--- config.mk ---
export PLATFORM = sky130hd
export DESIGN_NAME = aer_multicore_event_merger
export DESIGN_NICKNAME = d
export VERILOG_FILES = /design/src/rtl/aer_merger_pkg.sv /design/src/rtl/aer_evt_fifo.sv /design/src/rtl/aer_multicore_event_merger.sv
export SDC_FILE = /design/constraint.sdc
export NUM_CORES = 1
export LEC_CHECK = 0
export ABC_AREA = 1
export BUFFER_PORTS_ARGS = -buffer_cell sky130_fd_sc_hd__buf_2
export CELL_PAD_IN_SITES_DETAIL_PLACEMENT = 0
export CELL_PAD_IN_SITES_GLOBAL_PLACEMENT = 1
export CORE_ASPECT_RATIO = 0.7
export CORE_UTILIZATION = 52
export DETAILED_ROUTE_END_ITERATION = 6
export PLACE_DENSITY_LB_ADDON = 0.3
export SLEW_MARGIN = 20
export SYNTH_ARGS = -nofsm -noshare
export SYNTH_HDL_FRONTEND = slang
export SYNTH_SLANG_ARGS = --single-unit
--- constraint.sdc ---
create_clock -name clk -period 3.7 [get_ports clk]
set_input_delay 0.37 -clock clk [delete_from_list [all_inputs] [get_ports clk]]
set_output_delay 0.37 -clock clk [all_outputs]
set_load 0.005 [all_outputs]
--- src/rtl/aer_merger_pkg.sv ---
// ============================================================================
// aer_merger_pkg : shared types and helpers for the multicore AER event merger
// Revision: 1.0
// ============================================================================
`default_nettype none

package aer_merger_pkg;

  typedef enum logic [0:0] {
    IN_IDLE = 1'b0,
    IN_ACK  = 1'b1
  } in_state_e;

  typedef enum logic [1:0] {
    OUT_IDLE     = 2'd0,
    OUT_REQ      = 2'd1,
    OUT_WAIT_LOW = 2'd2
  } out_state_e;

  localparam int SPECIAL_PREFIX_W = 2;

  // Width of the core_id field prepended to each forwarded address.
  function automatic int core_id_w(input int n);
    return (n > 1) ? $clog2(n) : 1;
  endfunction

  function automatic logic is_special(input logic [SPECIAL_PREFIX_W-1:0] top_bits,
                                      input logic [SPECIAL_PREFIX_W-1:0] prefix);
    return top_bits == prefix;
  endfunction

endpackage

`default_nettype wire

--- src/rtl/aer_evt_fifo.sv ---
// ============================================================================
// aer_evt_fifo : synchronous FIFO with registered full flag and head output
// Revision: 1.0
// ============================================================================
`default_nettype none

module aer_evt_fifo #(
  parameter int WIDTH = 8,
  parameter int DEPTH = 4
) (
  input  logic             clk,
  input  logic             rst,
  input  logic             push_i,
  input  logic             pop_i,
  input  logic [WIDTH-1:0] din_i,
  output logic [WIDTH-1:0] head_o,
  output logic             full_o,
  output logic             empty_o
);

  localparam int AW = (DEPTH > 1) ? $clog2(DEPTH) : 1;

  logic [WIDTH-1:0] mem_q [DEPTH];
  logic [AW-1:0]    wr_q;
  logic [AW-1:0]    rd_q;
  logic [AW:0]      cnt_q;
  logic [AW:0]      cnt_d;
  logic             full_q;
  logic             do_push;
  logic             do_pop;

  // A push into a full FIFO is legal only when the head leaves on the same edge.
  assign do_pop  = pop_i && (cnt_q != '0);
  assign do_push = push_i && (!full_q || do_pop);

  always_comb begin
    cnt_d = cnt_q;
    if (do_push && !do_pop) begin
      cnt_d = cnt_q + (AW+1)'(1);
    end else if (do_pop && !do_push) begin
      cnt_d = cnt_q - (AW+1)'(1);
    end
  end

  always_ff @(posedge clk or posedge rst) begin
    if (rst) begin
      wr_q   <= '0;
      rd_q   <= '0;
      cnt_q  <= '0;
      full_q <= 1'b0;
    end else begin
      if (do_push) wr_q <= wr_q + AW'(1);
      if (do_pop)  rd_q <= rd_q + AW'(1);
      cnt_q  <= cnt_d;
      full_q <= (cnt_d == (AW+1)'(DEPTH));
    end
  end

  always_ff @(posedge clk) begin
    if (do_push) mem_q[wr_q] <= din_i;
  end

  assign head_o  = mem_q[rd_q];
  assign full_o  = full_q;
  assign empty_o = (cnt_q == '0);

endmodule

`default_nettype wire

--- src/rtl/aer_multicore_event_merger.sv ---
// ============================================================================
// aer_multicore_event_merger : per-core 4-phase AER inputs, round-robin merge
// onto one 4-phase output with core_id prefix and optional special barrier.
// Revision: 1.0
// ============================================================================
`default_nettype none

module aer_multicore_event_merger
  import aer_merger_pkg::*;
#(
  parameter int         CORE_NUM           = 4,
  parameter int         AER_OUT_CORE_WIDTH = 8,
  parameter int         FIFO_DEPTH         = 4,
  parameter logic [1:0] SPECIAL_PREFIX     = 2'b01,
  parameter bit         MERGE_SPECIAL      = 1'b1
) (
  input  logic                                             clk,
  input  logic                                             rst,
  input  logic [CORE_NUM-1:0]                              core_req,
  input  logic [CORE_NUM*AER_OUT_CORE_WIDTH-1:0]           core_addr,
  output logic [CORE_NUM-1:0]                              core_ack,
  output logic                                             evt_req,
  output logic [AER_OUT_CORE_WIDTH+$clog2(CORE_NUM)-1:0]   evt_addr,
  input  logic                                             evt_ack,
  output logic [CORE_NUM-1:0]                              fifo_full,
  output logic [CORE_NUM-1:0]                              special_pending
);

  localparam int W   = AER_OUT_CORE_WIDTH;
  localparam int CIW = core_id_w(CORE_NUM);
  localparam int OW  = W + CIW;

  logic [CORE_NUM-1:0] push;
  logic [CORE_NUM-1:0] pop;
  logic [CORE_NUM-1:0] full;
  logic [CORE_NUM-1:0] empty;
  logic [CORE_NUM-1:0] spec_head;
  logic [CORE_NUM-1:0] normal_cand;
  logic [W-1:0]        head [CORE_NUM];

  out_state_e          out_state_q;
  logic                req_q;
  logic [OW-1:0]       addr_q;
  logic [CIW-1:0]      rr_q;
  logic [CIW-1:0]      gnt_q;
  logic                merge_q;

  logic                found;
  logic [CIW-1:0]      sel;
  logic [CIW:0]        idx_w;
  logic                all_special;

  for (genvar i = 0; i < CORE_NUM; i++) begin : g_core
    in_state_e st_q;
    logic      ack_q;

    aer_evt_fifo #(
      .WIDTH (W),
      .DEPTH (FIFO_DEPTH)
    ) u_fifo (
      .clk     (clk),
      .rst     (rst),
      .push_i  (push[i]),
      .pop_i   (pop[i]),
      .din_i   (core_addr[i*W +: W]),
      .head_o  (head[i]),
      .full_o  (full[i]),
      .empty_o (empty[i])
    );

    assign spec_head[i]   = MERGE_SPECIAL && !empty[i] &&
                            is_special(head[i][W-1 -: SPECIAL_PREFIX_W], SPECIAL_PREFIX);
    assign normal_cand[i] = !empty[i] && !spec_head[i];
    assign push[i]        = (st_q == IN_IDLE) && core_req[i] && (!full[i] || pop[i]);
    assign core_ack[i]    = ack_q;

    always_ff @(posedge clk or posedge rst) begin
      if (rst) begin
        st_q  <= IN_IDLE;
        ack_q <= 1'b0;
      end else begin
        case (st_q)
          IN_IDLE: if (push[i]) begin
            st_q  <= IN_ACK;
            ack_q <= 1'b1;
          end
          IN_ACK: if (!core_req[i]) begin
            st_q  <= IN_IDLE;
            ack_q <= 1'b0;
          end
          default: begin
            st_q  <= IN_IDLE;
            ack_q <= 1'b0;
          end
        endcase
      end
    end
  end

  assign all_special = &spec_head;

  // First normal candidate at or after the round-robin pointer.
  always_comb begin
    found = 1'b0;
    sel   = '0;
    idx_w = '0;
    for (int k = 0; k < CORE_NUM; k++) begin
      idx_w = {1'b0, rr_q} + (CIW+1)'(k);
      if (idx_w >= (CIW+1)'(CORE_NUM)) idx_w = idx_w - (CIW+1)'(CORE_NUM);
      if (!found && normal_cand[idx_w[CIW-1:0]]) begin
        found = 1'b1;
        sel   = idx_w[CIW-1:0];
      end
    end
  end

  always_comb begin
    pop = '0;
    if (out_state_q == OUT_REQ && evt_ack) begin
      pop = merge_q ? {CORE_NUM{1'b1}} : (CORE_NUM'(1) << gnt_q);
    end
  end

  always_ff @(posedge clk or posedge rst) begin
    if (rst) begin
      out_state_q <= OUT_IDLE;
      req_q       <= 1'b0;
      addr_q      <= '0;
      rr_q        <= '0;
      gnt_q       <= '0;
      merge_q     <= 1'b0;
    end else begin
      case (out_state_q)
        OUT_IDLE: begin
          if (all_special) begin
            addr_q      <= {CIW'(0), head[0]};
            merge_q     <= 1'b1;
            req_q       <= 1'b1;
            out_state_q <= OUT_REQ;
          end else if (found) begin
            addr_q      <= {sel, head[sel]};
            gnt_q       <= sel;
            merge_q     <= 1'b0;
            req_q       <= 1'b1;
            out_state_q <= OUT_REQ;
          end
        end
        OUT_REQ: begin
          if (evt_ack) begin
            req_q       <= 1'b0;
            out_state_q <= OUT_WAIT_LOW;
            // A barrier event does not consume a round-robin turn.
            if (!merge_q) begin
              rr_q <= (gnt_q == CIW'(CORE_NUM-1)) ? '0 : gnt_q + CIW'(1);
            end
          end
        end
        OUT_WAIT_LOW: begin
          if (!evt_ack) out_state_q <= OUT_IDLE;
        end
        default: out_state_q <= OUT_IDLE;
      endcase
    end
  end

  assign evt_req         = req_q;
  assign evt_addr        = addr_q;
  assign fifo_full       = full;
  assign special_pending = spec_head;

endmodule

`default_nettype wire

==> results.sh, run 1 <==
export IMPL_path_delay_family="simple AND/OR/NAND/NOR gates"
export IMPL_crit_buf_inv=1
export IMPL_vias_per_cell=5.30
export IMPL_crit_type="reg2reg"
export IMPL_cp_required_ns=4.01
export IMPL_syn_nets=872
export IMPL_die_y_um=110
export IMPL_grtUsageTotal_pct=22.4
export IMPL_clk_pin_slew_ns=0.07
export IMPL_cts_root_buf="clkbuf_16"
export IMPL_hold_buffers=0
export IMPL_synth_seq_area_share_pct=61.4
export IMPL_timing_rr_start="g_core[1].u_fifo.rd_q[0]"
export IMPL_seqCellArea_um2=5300
export IMPL_slew_viol_final=0
export IMPL_power_leakage_nw=4.08
export IMPL_grt_first_pass_wirelength_um=28700
export IMPL_fillers=1260
export IMPL_r2r_end="evt_addr[9]"
export IMPL_cts_setup_buffers=0
export IMPL_io_pins=62
export IMPL_die_w_um=156
export IMPL_layoutNonFillerInstCount=1085
export IMPL_yosysTopAreaCell="edfxtp_1"
export IMPL_holdWs_ns=0.0956
export IMPL_power_density_nw_per_um2=881
export IMPL_grt_overflow_total=0
export IMPL_setup_violations=0
export IMPL_path_cells="inv_4 > nand2_1 > nand3_1 > nand2_1 > nand2_1 > nand3_1 > nand3_1 > nand2_2 > nand4_2 > nand2_1 > nand2_2 > nand2_1 > nand2_1"
export IMPL_vias=5755
export IMPL_drtAntennaViolNets=0
export IMPL_critPathLaunchType="flop"
export IMPL_dp_cells=1053
export IMPL_drtIter0Drc=423
export IMPL_cts_htree_levels=4
export IMPL_slew_headroom_pct=42.5
export IMPL_cts_buffers=17
export IMPL_core_area_um2=15800
export IMPL_status="completed"
export IMPL_antenna_cells=0
export IMPL_core_rowCount=38
export IMPL_grt_max_degree=38
export IMPL_critical_path_max_fanout=18
export IMPL_multi_input_area_um2=2750
export IMPL_yosysTopAreaCellShare_pct=44.5
export IMPL_end_kind="flop"
export IMPL_rr_worst_depth=13
export IMPL_hpwlAfterDp_um=12600
export IMPL_dieArea_um2=17100
export IMPL_wire_per_inst_um=16.4
export IMPL_r2r_setup_slack_ns=0.79
export IMPL_ir_drop_mv=0.425
export IMPL_clockBufferDepth=2
export IMPL_final_setup_skew_ns=0.0114
export IMPL_fin_area_um2=9610
export IMPL_worst_pin_slew_ns=0.859
export IMPL_ys_top_cells_by_area="edfxtp_1 (45%), dfrtp_1 (17%), nand2_1 (5.0%)"
export IMPL_synth_area_um2=8630
export IMPL_synthCells=801
export IMPL_yosys_warnings=0
export IMPL_nets=923
export IMPL_antenna_found_initial=0
export IMPL_cts_tree="done"
export IMPL_max_freq_mhz=344
export IMPL_drc=0
export IMPL_finalWeightedCongestion=0.839
export IMPL_cp_arrival_ns=3.22
export IMPL_finalSetupTns_ns=0
export IMPL_crit_slowest_cell="dfrtp_1"
export IMPL_insertion_delay_ns=0.43
export IMPL_rsz0062_at_grt="false"
export IMPL_hold_viol=0
export IMPL_hp_class="in2async"
export IMPL_cts_resized=0
export IMPL_drive_above_1_share_pct=16.5
export IMPL_max_cap_violations=0
export IMPL_first_global_vias=5570
export IMPL_power_total_mw=8.46
export IMPL_start_util_pct=54.5
export IMPL_wl_um=17800
export IMPL_io_buffers=61
export IMPL_critPathMostFrequentCell="nand2_1"
export IMPL_drt_first_pass_iters=5
export IMPL_synth_ff_latch_count=186
export IMPL_synth_edf_count=128
export IMPL_min_period_ns=2.91
export IMPL_ys_async_sr_fraction_pct=31.2
export IMPL_crit_path_max_incr_delay_ns=0.71
export IMPL_synthFlopType="edfxtp_1"
export IMPL_synth_area_per_cell_um2=10.8
export IMPL_synth_cell_types=39
export IMPL_placed_area_um2=9010
export IMPL_period_share_pct=78.6
export IMPL_syn_to_final_growth_pct=11.4
export IMPL_clock_sinks=186
## worst register-to-register path: stages (launching register included)
cell and delay (ns):
dfrtp_1 0.71, inv_4 0.19, nand2_1 0.12, nand3_1 0.07
nand2_1 0.16, nand2_1 0.11, nand3_1 0.12, nand3_1 0.12
nand2_2 0.16, nand4_2 0.15, nand2_1 0.43, nand2_2 0.24
nand2_1 0.15, nand2_1 0.06
## state kept, by name, indices dropped and copies added (netlist names)
name / count
g_core.u_fifo.full_o: 4
g_core.ack_q: 4
g_core.st_q: 4
evt_addr: 10
g_core.u_fifo.cnt_q: 12
evt_req: 1
merge_q: 1
g_core.u_fifo.rd_q: 8
out_state_q: 2
rr_q: 2
g_core.u_fifo.wr_q: 8
g_core.u_fifo.mem_q: 128
gnt_q: 2
## cell usage after synthesis (6+ instances only)
cell / n
edfxtp_1: 128
nand2_1: 116
inv_1: 86
nand3_1: 84
nor2_1: 81
o21ai_0: 60
dfrtp_1: 58
ha_1: 32
o22ai_1: 25
xor2_1: 21
buf_4: 15
a21oi_1: 12
nand2_2: 10
clkbuf_1: 9
nand3_2: 8
inv_2: 7
nand2_4: 6
## layout make-up
type                    count  area share (%)
inverters                  97            3.89
clock inverters            13            1.71
repair buffers             62            3.26
multi-input cells         488            28.7
well taps                 220            2.86
clock buffers              19            4.51
flip-flops and latches    186            55.1
## through the flow
| step | setup WS, ns | utilization (%) |
|---|---|---|
| 3_3_place_gp | 0.950 | 56.9 |
| 2_1_floorplan | 1.63 | - |
| 6_report | 0.792 | 60.7 |
| 5_1_grt | 0.501 | 60.7 |
| 4_1_cts | 0.808 | 60.7 |
| 3_5_place_dp | 0.829 | 56.9 |
## worst max path at each step
stage	from	end	cells after the start
3_5_place_dp	g_core[1].u_fifo.rd_q[0]	evt_addr[9]	13
3_3_place_gp	g_core[3].u_fifo.rd_q[0]	evt_addr[9]	11
2_1_floorplan	gnt_q[0]	g_core[0].u_fifo.mem_q[0][0]	10
5_1_grt	g_core[1].u_fifo.rd_q[0]	gnt_q[0]	13
6_report	g_core[1].u_fifo.rd_q[0]	evt_addr[9]	13
4_1_cts	g_core[1].u_fifo.rd_q[0]	evt_addr[9]	13
## routing by layer
metal  vias to the layer above  track usage (%)  routed length, um
met5                         -                0                  0
met4                         0             7.63                296
met3                        25             4.22                806
met2                       146             36.1               8240
met1                      2783             30.8               8450
li1                       2801                -                  -
## cells by family after synthesis
family                     share of synthesized area [%]
AOI/OAI and AO/OA                                   7.60
xor gates and xnor gates                            2.23
adders and majority gates                           4.64
buffers and inverters                               6.71
DFF                                                 61.4
and+or+nand+nor                                     17.4
## cells in the final DEF (no fill, tap or decap), drive strengths merged, types with 25 or more instances in the layout
cell type and n:
buf 62, dfrtp 58, edfxtp 128, ha 32
inv 101, nand2 132, nand3 92, nor2 86
o21ai 65, o22ai 25
## report_power, final
part           internal [mW]  switching, mW  total (mW)
Clock                   1.07          0.782        1.85
Combinational           1.16           2.33        3.49
Sequential              2.70          0.427        3.13
(Power assumes the default switching activity.)
==> run 2, diff against run 1 <==
--- a/config.mk
+++ b/config.mk
@@ -5,12 +5,12 @@
 export SDC_FILE = /design/constraint.sdc
 export NUM_CORES = 1
 export LEC_CHECK = 0
-export ABC_AREA = 1
+export ABC_AREA = 0
 export BUFFER_PORTS_ARGS = -buffer_cell sky130_fd_sc_hd__buf_2
 export CELL_PAD_IN_SITES_DETAIL_PLACEMENT = 0
 export CELL_PAD_IN_SITES_GLOBAL_PLACEMENT = 1
 export CORE_ASPECT_RATIO = 0.7
-export CORE_UTILIZATION = 52
+export CORE_UTILIZATION = 51
 export DETAILED_ROUTE_END_ITERATION = 6
 export PLACE_DENSITY_LB_ADDON = 0.3
 export SLEW_MARGIN = 20
==> constraint.sdc (replaced) <==
create_clock -name clk -period 2.96 [get_ports clk]
set_input_delay 0.296 -clock clk [delete_from_list [all_inputs] [get_ports clk]]
set_output_delay 0.296 -clock clk [all_outputs]
set_load 0.005 [all_outputs]
==> run 2 against run 1 <==
Against the previous run:
- first-iteration DRC count fell by 14%
- setup slack got worse by 0.62 ns
- cell count fell by 24%
- sequential power rose by 20%
- critical path depth fell by 6
==> results.sh, run 2 <==
export IMPL_regMostFlops="g_core.u_fifo.mem_q"
export IMPL_setup_violations=0
export IMPL_critical_path_max_fanout=7
export IMPL_synth_simple_area_share_pct=7.60
export IMPL_slew_viol_final=0
export IMPL_grt_overflow_total=0
export IMPL_yosysTopAreaCellShare_pct=46.8
export IMPL_synth_most_common_cell="edfxtp_1"
export IMPL_clockBufferDepth=2
export IMPL_crit_path_max_incr_delay_ns=0.61
export IMPL_drtIter0Drc=363
export IMPL_max_freq_mhz=359
export IMPL_hp_class="in2async"
export IMPL_nets=685
export IMPL_r2r_setup_slack_ns=0.17
export IMPL_drt_first_pass_iters=5
export IMPL_crit_type="reg2reg"
export IMPL_core_area_um2=15600
export IMPL_syn_nets=593
export IMPL_die_y_um=108
export IMPL_drtAntennaViolNets=0
export IMPL_r2r_end="evt_addr[6]"
export IMPL_synth_top_family_by_area="multiplexers"
export IMPL_cp_required_ns=3.27
export IMPL_path_delay_family="compound AO/OA/AOI/OAI gates"
export IMPL_hpwlAfterDp_um=11900
export IMPL_first_global_vias=4781
export IMPL_finalSetupTns_ns=0
export IMPL_cts_buffers=17
export IMPL_max_cap_violations=0
export IMPL_dp_cells=792
export IMPL_cts_root_buf="clkbuf_16"
export IMPL_crit_slowest_cell="mux4_2"
export IMPL_synthFlopType="edfxtp_1"
export IMPL_path_cells="mux4_2 > nor3b_1 > and4_1 > o41ai_2 > or2b_1 > a21oi_1 > a221o_1"
export IMPL_power_density_nw_per_um2=1030
export IMPL_synthCells=522
export IMPL_power_leakage_nw=3.66
export IMPL_critPathLaunchType="flop"
export IMPL_rr_worst_depth=7
export IMPL_wl_um=16500
export IMPL_io_buffers=61
export IMPL_vias_per_cell=5.78
export IMPL_crit_buf_inv=0
export IMPL_yosys_area_share_xor_xnor_pct=2.13
export IMPL_synth_compound_area_share_pct=7.57
export IMPL_grtUsageTotal_pct=21.5
export IMPL_ir_drop_mv=0.576
export IMPL_slew_headroom_pct=43.1
export IMPL_synth_ff_latch_count=186
export IMPL_clock_sinks=186
export IMPL_hold_viol=0
export IMPL_worst_pin_slew_ns=0.852
export IMPL_core_rowCount=38
export IMPL_insertion_delay_ns=0.44
export IMPL_grt_first_pass_wirelength_um=25900
export IMPL_finalWeightedCongestion=0.869
export IMPL_synth_area_um2=8220
export IMPL_period_share_pct=94.2
export IMPL_end_kind="flop"
export IMPL_synth_seq_area_share_pct=64.4
export IMPL_antenna_found_initial=0
export IMPL_muxShareOfSynthArea_pct=10.6
export IMPL_io_pins=62
export IMPL_fillers=1176
export IMPL_die_w_um=154
export IMPL_final_common_cell="edfxtp_1"
export IMPL_rsz0062_at_grt="false"
export IMPL_mostFrequentLayoutCells="edfxtp_1 (128), buf_2 (61), dfrtp_1 (55), ha_1 (32), o21ai_0 (30)"
export IMPL_vias=4783
export IMPL_timing_rr_start="g_core[0].u_fifo.rd_q[0]"
export IMPL_dieArea_um2=16600
export IMPL_drive_above_1_share_pct=28.1
export IMPL_ys_async_sr_fraction_pct=31.2
export IMPL_power_total_mw=9.82
export IMPL_synth_area_per_cell_um2=15.7
export IMPL_cp_arrival_ns=3.10
export IMPL_synth_fa_ha_area_share_pct=4.87
export IMPL_drc=0
export IMPL_yosys_warnings=0
export IMPL_yosysTopAreaCell="edfxtp_1"
export IMPL_wire_per_inst_um=20.0
export IMPL_status="completed"
export IMPL_synthTopCellsByCount="edfxtp_1 (128), dfrtp_1 (58), ha_1 (32)"
export IMPL_synth_edf_count=128
export IMPL_largest_reg_flops=128
export IMPL_ys_top_cells_by_area="edfxtp_1 (47%), dfrtp_1 (18%), mux4_2 (7.1%)"
export IMPL_synth_cell_types=51
export IMPL_seqCellArea_um2=5300
export IMPL_antenna_cells=0
export IMPL_syn_to_final_growth_pct=16.2
export IMPL_start_util_pct=52.5
export IMPL_holdWs_ns=0.00900
export IMPL_min_period_ns=2.79
export IMPL_layoutNonFillerInstCount=827
export IMPL_final_setup_skew_ns=0.0148
export IMPL_cts_htree_levels=4
export IMPL_grt_max_degree=46
export IMPL_cts_tree="done"
export IMPL_multi_input_area_um2=2710
export IMPL_clk_pin_slew_ns=0.07
==> run 2: cell count changes after synthesis, moves of 19 or more <==
cell | before | now
inv_1 | 86 | 24
o22ai_1 | 25 | 1
nand2_1 | 116 | 18
xor2_1 | 21 | 0
nand3_1 | 84 | 12
nor2_1 | 81 | 12
mux4_2 | 0 | 26
xnor2_1 | 1 | 20
o21ai_0 | 60 | 30
==> run 2: where the power goes <==
group	switching [mW]	leakage, nW	internal (mW)
Sequential	0.409	1.87	3.34
Combinational	1.95	1.51	1.88
Clock	1.05	0.285	1.20
==> run 2: cells by family after synthesis <==
logic type,Yosys count
multiplexers,41
XOR/XNOR,20
flip-flops,186
adder cells (fa/ha/maj),32
buffers and inverters,44
AO/OA/AOI/OAI,90
AND/OR/NAND/NOR,109
==> run 2: worst max path at each step <==
stage	startpoint	endpoint	slack, ns	cells after the start
after floorplan	g_core[2].u_fifo.rd_q[0]	evt_addr[7]	0.19	8
after global placement	g_core[3].u_fifo.rd_q[0]	evt_addr[5]	0.15	7
after detailed placement	g_core[3].u_fifo.rd_q[0]	evt_addr[7]	-0.02	7
after CTS	g_core[3].u_fifo.rd_q[0]	evt_addr[6]	0.009	7
after global routing	g_core[2].u_fifo.rd_q[0]	evt_addr[7]	0.04	8
final	g_core[0].u_fifo.rd_q[0]	evt_addr[6]	0.17	7
==> run 2: stage by stage <==
step           cell area (um^2)  worst slack [ns]  utilization [%]
2_1_floorplan              8220             0.187                -
3_3_place_gp               8900             0.152             56.9
3_5_place_dp               8900           -0.0231             56.9
4_1_cts                    9530           0.00858             60.9
5_1_grt                    9550            0.0380             61.0
6_report                   9550             0.172             61.0
==> run 2: metal layers <==
metal / track usage (%) / up-vias / wire length (um)
met3: 5.73 / 21 / 917
li1: - / 2174 / -
met1: 29.8 / 2435 / 7680
met5: 0 / - / 0
met2: 32.9 / 153 / 7640
met4: 8.00 / 0 / 276
==> run 2: timing repair <==
item | 4_1_cts | 5_1_grt
setup endpoints to repair | 8 | 10
hold endpoints to repair | 0 | 0
hold buffers | 0 | 0
buffers inserted | 3 | 0
resized for setup | 0 | 8
pin swaps | 1 | 1
==> run 2: area by class of cell <==
class                           count  share of cell area, %
Sequential cell                   186                   55.5
Multi-Input combinational cell    292                   28.4
Timing Repair Buffer               93                   6.37
Clock buffer                       17                   4.45
Tap cell                          200                   2.62
Clock inverter                     15                   1.70
Inverter                           24                  0.956
==> run 3, diff against run 2 <==
==> constraint.sdc (replaced) <==
create_clock -name clk -period 2.8 [get_ports clk]
set_input_delay 0.28 -clock clk [delete_from_list [all_inputs] [get_ports clk]]
set_output_delay 0.28 -clock clk [all_outputs]
set_load 0.005 [all_outputs]
==> run 3 against run 2 <==
Against the previous run:
- die area is the same
- sequential cell count did not move
- critical path type unchanged
- via count fell by 0.65%
==> results.sh, run 3 (same netlist as run 2, synthesis figures left out) <==
export IMPL_clock_sinks=186
export IMPL_drive_above_1_share_pct=30.4
export IMPL_cts_tree="done"
export IMPL_slew_headroom_pct=48.7
export IMPL_nets=703
export IMPL_setup_violations=0
export IMPL_holdPathStages=1
export IMPL_hold_viol=0
export IMPL_sequentialPowerShare_pct=37.6
export IMPL_hpwlAfterDp_um=11900
export IMPL_wire_per_inst_um=19.2
export IMPL_drtIter0Drc=343
export IMPL_min_period_ns=2.73
export IMPL_final_setup_skew_ns=0.00841
export IMPL_netSwitchingPower_mw=3.55
export IMPL_insertion_delay_ns=0.44
export IMPL_placed_area_um2=9070
export IMPL_fin_area_um2=9730
export IMPL_cts_root_buf="clkbuf_16"
export IMPL_max_freq_mhz=367
export IMPL_power_total_mw=10.4
export IMPL_cts_buffers=17
export IMPL_timing_rr_start="g_core[3].u_fifo.rd_q[0]"
export IMPL_clockBufferDepth=2
export IMPL_finalWeightedCongestion=0.835
export IMPL_antenna_cells=0
export IMPL_clk_pin_slew_ns=0.07
export IMPL_die_w_um=154
export IMPL_seqCellArea_um2=5300
export IMPL_multi_input_area_um2=2720
export IMPL_syn_to_final_growth_pct=18.4
export IMPL_hp_class="in2reg"
export IMPL_period_share_pct=97.4
export IMPL_antenna_found_initial=0
export IMPL_cp_required_ns=3.12
export IMPL_crit_type="reg2reg"
export IMPL_ir_drop_mv=0.554
export IMPL_die_y_um=108
export IMPL_end_kind="flop"
export IMPL_finalSetupTns_ns=0
export IMPL_grt_first_pass_wirelength_um=26000
export IMPL_fillers=1120
export IMPL_vias_per_cell=5.62
export IMPL_rsz0062_at_grt="false"
export IMPL_slew_viol_final=0
export IMPL_power_leakage_nw=3.76
export IMPL_intPower_mw=6.90
export IMPL_final_common_cell="edfxtp_1"
export IMPL_core_area_um2=15600
export IMPL_hold_path_startpoint="core_addr[10]"
export IMPL_drt_first_pass_iters=4
export IMPL_critPathLaunchType="flop"
export IMPL_drtAntennaViolNets=0
export IMPL_core_rowCount=38
export IMPL_largest_reg_flops=128
export IMPL_drc=0
export IMPL_critical_path_max_fanout=9
export IMPL_grtUsageTotal_pct=21.5
export IMPL_max_cap_violations=0
export IMPL_cts_htree_levels=4
export IMPL_start_util_pct=52.5
export IMPL_p_comb_share_pct=39.9
export IMPL_grt_max_degree=33
export IMPL_worst_pin_slew_ns=0.764
export IMPL_io_pins=62
export IMPL_cp_arrival_ns=3.05
export IMPL_dieArea_um2=16600
export IMPL_mostFrequentLayoutCells="edfxtp_1 (128), buf_2 (61), dfrtp_1 (54), buf_4 (40), ha_1 (32)"
export IMPL_vias=4752
export IMPL_rr_worst_depth=8
export IMPL_swShare_pct=34.0
export IMPL_regMostFlops="g_core.u_fifo.mem_q"
export IMPL_pwr_share_clk_pct=22.5
export IMPL_grt_overflow_total=0
export IMPL_first_global_vias=4850
export IMPL_io_buffers=61
export IMPL_status="completed"
export IMPL_startpoint="g_core[3].u_fifo.rd_q[0]"
export IMPL_power_density_nw_per_um2=1070
export IMPL_wl_um=16200
run 3: through the flow:
| stage | setup slack [ns] | utilization (%) | instances | hold slack, ns |
|---|---|---|---|---|
| detailed placement | -0.0730 | 58.0 | 807 | 0.430 |
| floorplan | 0.0270 | - | 522 | 0.379 |
| global route | 0.00569 | 62.2 | 845 | 0.0422 |
| CTS | 0.00324 | 62.0 | 842 | 0.0390 |
| global placement | 0.0447 | 58.0 | 807 | 0.427 |
| finish | 0.0724 | 62.2 | 845 | 0.0531 |
run 3: final cells by class:
type	instances	area share, %
timing repair buffer	111	8.18
multi-input combinational	292	27.9
tap	200	2.57
clock inverter	15	1.57
clock buffer	17	4.37
inverter	24	0.926
sequential	186	54.5
run 3: worst max-delay path, cell delays in order, from the launching register on:
cell	delay, ns
dfrtp_2	0.41
mux4_2	0.54
nor2b_2	0.21
o2bb2a_4	0.24
a2111oi_4	0.37
nor2_4	0.06
buf_12	0.15
mux2_4	0.29
a221o_1	0.32
run 3: power groups by stage:
| stage | combinational (mW) | clock, mW | sequential, mW |
|---|---|---|---|
| after floorplan | 2.88 | 0 | 3.83 |
| after global placement | 3.83 | 0 | 3.95 |
| after detailed placement | 3.98 | 0 | 3.98 |
| after CTS | 4.12 | 2.40 | 3.93 |
| after global routing | 4.59 | 2.50 | 4.00 |
| final | 4.17 | 2.35 | 3.93 |
run 3: path summary, 6_finish.rpt:
kind | end | slack, ns
setup / recovery | evt_addr[0] | 0.07
hold / removal | g_core[1].u_fifo.mem_q[2][2] | 0.05
setup reg to reg | evt_addr[0] | 0.07
hold reg to reg | evt_addr[9] | 0.48
max in group asynchronous | g_core[3].u_fifo.rd_q[0] | 1.55
min in group asynchronous | g_core[2].u_fifo.full_o | 0.50
run 3: per-layer routing:
| layer | vias up | GRT usage [%] | wire length (um) |
|---|---|---|---|
| met3 | 27 | 4.85 | 827 |
| met5 | - | 0 | 0 |
| met2 | 129 | 32.1 | 7330 |
| met1 | 2377 | 30.3 | 7730 |
| met4 | 0 | 9.57 | 352 |
| li1 | 2219 | - | - |
run 3: repair_timing:
item,in CTS,in global routing
pin swaps,1,1
endpoints found under the setup margin,8,8
endpoints found under the hold margin,30,0
hold buffers,1,0
gates resized for setup,3,8
buffers inserted,2,3
